$ cat src/rtl/decoder_scan_seq.sv
// Scan sequencer driving a 3-to-8 decoder: blank gap, then timed or
// stepped show of each index, wrapping after the programmed last index.
module decoder_scan_seq #(
  parameter int BLANK_CYCLES = 2,
  parameter int DWELL_W      = 16
) (
  input  logic               clk,
  input  logic               rst_n,
  input  logic               start,
  input  logic               stop,
  input  logic               mode,
  input  logic               step,
  input  logic [DWELL_W-1:0] dwell,
  input  logic [2:0]         last,
  output logic               dec_en,
  output logic [2:0]         dec_in,
  output logic               busy,
  output logic               wrap
);

  localparam logic [1:0] S_IDLE  = 2'd0;
  localparam logic [1:0] S_BLANK = 2'd1;
  localparam logic [1:0] S_SHOW  = 2'd2;

  localparam logic [7:0] BLANK_LD = 8'(BLANK_CYCLES - 1);

  logic [1:0]         state, state_n;
  logic [7:0]         bcnt, bcnt_n;
  logic [DWELL_W-1:0] dcnt, dcnt_n;
  logic               man, man_n;
  logic [2:0]         idx_n;
  logic [2:0]         idx_inc;
  logic               wrap_n;
  logic               leave;

  // An index above a freshly lowered last also wraps to 0.
  assign idx_inc = (dec_in >= last) ? 3'd0 : dec_in + 3'd1;
  assign leave   = man ? step : (dcnt == '0);

  always_comb begin
    state_n = state;
    bcnt_n  = bcnt;
    dcnt_n  = dcnt;
    man_n   = man;
    idx_n   = dec_in;
    wrap_n  = 1'b0;
    if (stop) begin
      state_n = S_IDLE;
    end else begin
      unique case (1'b1)
        state == S_IDLE: begin
          if (start) begin
            state_n = S_BLANK;
            idx_n   = 3'd0;
            bcnt_n  = BLANK_LD;
          end
        end
        state == S_BLANK: begin
          if (bcnt == 8'd0) begin
            state_n = S_SHOW;
            man_n   = mode;
            dcnt_n  = (dwell == '0) ? '0 : dwell - DWELL_W'(1);
          end else begin
            bcnt_n = bcnt - 8'd1;
          end
        end
        state == S_SHOW: begin
          if (leave) begin
            state_n = S_BLANK;
            idx_n   = idx_inc;
            wrap_n  = (idx_inc == 3'd0);
            bcnt_n  = BLANK_LD;
          end else if (!man) begin
            dcnt_n = dcnt - DWELL_W'(1);
          end
        end
        default: begin
          state_n = S_IDLE;
        end
      endcase
    end
  end

  always_ff @(posedge clk or negedge rst_n) begin
    if (!rst_n) begin
      state  <= S_IDLE;
      bcnt   <= 8'd0;
      dcnt   <= '0;
      man    <= 1'b0;
      dec_in <= 3'd0;
      dec_en <= 1'b0;
      busy   <= 1'b0;
      wrap   <= 1'b0;
    end else begin
      state  <= state_n;
      bcnt   <= bcnt_n;
      dcnt   <= dcnt_n;
      man    <= man_n;
      dec_in <= idx_n;
      dec_en <= (state_n == S_SHOW);
      busy   <= (state_n != S_IDLE);
      wrap   <= wrap_n;
    end
  end

endmodule

$ cat config.mk
export PLATFORM = sky130hd
export DESIGN_NAME = decoder_scan_seq
export DESIGN_NICKNAME = d
export VERILOG_FILES = /design/src/rtl/decoder_scan_seq.sv
export SDC_FILE = /design/constraint.sdc
export NUM_CORES = 1
export LEC_CHECK = 0
export CAP_MARGIN = 25
export CELL_PAD_IN_SITES_DETAIL_PLACEMENT = 1
export CELL_PAD_IN_SITES_GLOBAL_PLACEMENT = 2
export CORE_UTILIZATION = 37
export CTS_CLUSTER_DIAMETER = 30
export DETAILED_ROUTE_END_ITERATION = 6
export GPL_TIMING_DRIVEN = 0
export PLACE_DENSITY = 0.85
export SLEW_MARGIN = 15
export SYNTH_ARGS = -nofsm -noshare
export SYNTH_HDL_FRONTEND = slang
export SYNTH_SLANG_ARGS = --single-unit
$ cat constraint.sdc
create_clock -name clk -period 6.38 [get_ports clk]
set_clock_uncertainty 0.15 [all_clocks]
set_input_delay 1.276 -clock clk [delete_from_list [all_inputs] [get_ports clk]]
set_output_delay 1.276 -clock clk [all_outputs]
set_load 0.03 [all_outputs]
==> impl_results.md <==
* Hold crit path type: reg2reg
* GRT Residual Overflow at 0
* # fillers at 752
* MaxCap Viol Count at 0
* Avg WL per Cell at between 15 and 20 microns
* Wire length of the first global-routing pass at between 10 and 15 mm
* Most frequent cells in the layout: o21ai_0 (38), dfrtp_1 (33), clkdlybuf4s50_1 (29), nor2_1 (22)
* Reg area at 826 sq um
* First DRT Iteration DRCs at 61
* Top Ports at 31
* Number of clock sinks at 33
* Netlist Area Pre-Place at 0.00243 sq mm
* R2R cell count at 7
* Setup violators final at 0
* DR DRC count at 0
* DR vias at 2264
* Die Wd at 83.0 microns
* Vias/cell at 5.76
* Multi-input logic area at ~0.0015 sq mm
* Worst-margin pin slew at 0.821 ns
* Yosys warnings at 0
* Top Usage Layer GRT: met2
* Clock buffer depth at 2
* Static Leak at 1.18 nW
* Final antenna-violating net count at 0
* Synth unique cells at 63
* Kind of critical path: in2reg
* CORE AREA at 0.00635 sq mm
* Peak VDD IR at 0.225 mV
* CTS Hold Bufs at 0
* Tot Pwr at 1.02 mW
* Largest net degree at the start of global routing at 22
* Fin crit period at ~3.8 ns
* # nets final at 348
* Layout cell share with drive strength beyond 1 at 10.8%
* Clk root buf: clkbuf_8
* M1 GR Usage at 26.3%
* Final hold violations at 0
* Drt total wl at ~6.9 mm
* RSZ-0062 raised after global routing: false
* Number of I/O port buffers at 30
* Starting Density at 38.2%
* FF+latch count, synth at 33
* Post-synth EDFFs at 0
* WP data required at 6.40 ns
* Hold endpoint: dcnt[1]
* Max-slew violation count at 0
* CTS H-tree lvls at 2
* Num rows at 29
* Die Ht at 83.0 microns
* TritonCTS Buffers at 5
* Met3 Use GR at 2.98%
* Post-cts repair resize count at 0
* GRT Total Usage at 21.0%
* Router iterations before antenna repair at 4
* Syn_nets at 310
* Hold depth at 2
* Status: complete, no violations
* RR Endpoint: dec_in[1]
* Vias in the first global route at 2350
* HPWL after DPL at about 5.3 mm
* Syn avg cell area at 8.77 sq um
* Insertion delay to the later sink of the worst-skew pair at 0.28 ns
* Sequential share of the synthesized area at 34.0%
* Final Cycle Share at between 50% and 60%
* Post-CTS setup buffers at 0
* Die area at 0.00689 sq mm
* Asr flop ratio synth at 100%
* Worst-path clk slew at 0.07 ns
* Relative slew slack at 44.7%
* # diodes at 0
* Commonest non-fill, non-tap cell in the layout: o21ai_0
* Syn-to-layout area delta at 22.1%
* Flop2flop setup slack at approximately 3.6 ns
* CP Launch Type: input port
* Initial antenna violation count at 0
* Arrival time worst endpoint at 3.80 ns
* Ys flop type: dfrtp_1
* Worst Path Max Fanout at 5
* CTS tree: yes
* M2 GR Usage at 38.1%
* Fmax at 265 MHz
* Reg-to-Reg Start: dcnt[0]
* Syn Inst Count at 277
* Hold_sp: dcnt[1]
* PD cells at 343 mW/mm^2
* Element type at the critical path end: flop
* Final setup TNS at 0 ns
* Gpl congestion at about 0.78
## power by group
group,internal (mW),leakage [nW],switching (mW),total (mW)
registers,0.284,0.432,0.0935,0.377
logic,0.181,0.694,0.250,0.431
clock network,0.128,0.0585,0.0821,0.210
## worst max-delay path by stage
| stage | start | endpoint | slack, ns |
|---|---|---|---|
| 2_1_floorplan | dwell[0] | dcnt[0] | 3.48 |
| 3_3_place_gp | dwell[0] | dcnt[0] | 2.33 |
| 6_report | dwell[0] | dcnt[0] | 2.60 |
| 4_1_cts | dwell[0] | dcnt[0] | 2.61 |
| 5_1_grt | dwell[0] | dcnt[0] | 2.47 |
| 3_5_place_dp | dwell[0] | dcnt[0] | 2.32 |
## worst max-delay path, stage by stage
cell and delay, ns:
clkdlybuf4s50_1 0.49, inv_1 0.11, ha_1 0.20, nor4b_1 0.38, nand2_1 0.14, o21ai_0 0.68, o22ai_1 0.21, mux2_4 0.31
## stage by stage
stage	cell area [sq um]	util (%)	hold WS (ns)	std cells	worst slack [ns]
after detailed placement	2850	44.8	0.372	385	2.32
after floorplan	2430	-	0.314	277	3.48
final	2960	46.7	0.375	393	2.60
after global routing	2960	46.7	0.440	393	2.47
after CTS	2960	46.7	0.388	393	2.61
after global placement	2830	44.5	0.339	384	2.33
## cells by family after synthesis
family | share of synthesized area, %
AOI/OAI and AO/OA | 23.9
xor gates and xnor gates | 4.33
adders and majority gates | 4.12
buffers and inverters | 4.74
DFF | 34.0
muxes | 2.52
and+or+nand+nor | 26.4
## synth_stat cells, drive strengths merged, types with 3 or more instances
cell / number / area, sq um
buf: 5 / 31.3
xnor2: 8 / 70.1
o21ai: 38 / 190
nand2: 16 / 60.1
nand3: 6 / 30.0
nor2b: 5 / 31.3
a31oi: 3 / 18.8
nor4: 11 / 105
nor2: 24 / 95.1
dfrtp: 33 / 826
a21oi: 13 / 68.8
nor3: 12 / 70.1
o21a: 3 / 22.5
mux2: 3 / 41.3
or4: 5 / 41.3
o41ai: 3 / 45.1
clkbuf: 6 / 23.8
ha: 8 / 100
o22a: 3 / 26.3
or3: 5 / 41.3
inv: 16 / 60.1
xor2: 4 / 35.0
nand4: 4 / 31.3
nand2b: 4 / 25.0
nor3b: 4 / 35.0
## area by class of cell
cell class                 instances  area share [%]
sequential                        33            27.9
buffer                            11            1.86
inverter                          16            2.03
clock inverter                     1            1.01
tap                               77            3.25
multi-input combinational        217            50.2
timing repair buffer              31            10.9
clock buffer                       7            2.91
## registers in the layout (all words and copies together) (netlist names)
signal	flops
dcnt	16
bcnt	8
dec_in	3
state	2
busy	1
dec_en	1
man	1
wrap	1
## per-layer routing
layer,vias to the layer above,share of wire [%]
met5,-,0
met4,0,0.87
met3,8,2.5
met2,43,50
met1,1105,46
li1,1108,-
Note: power is estimated with default switching activity, not from simulation.
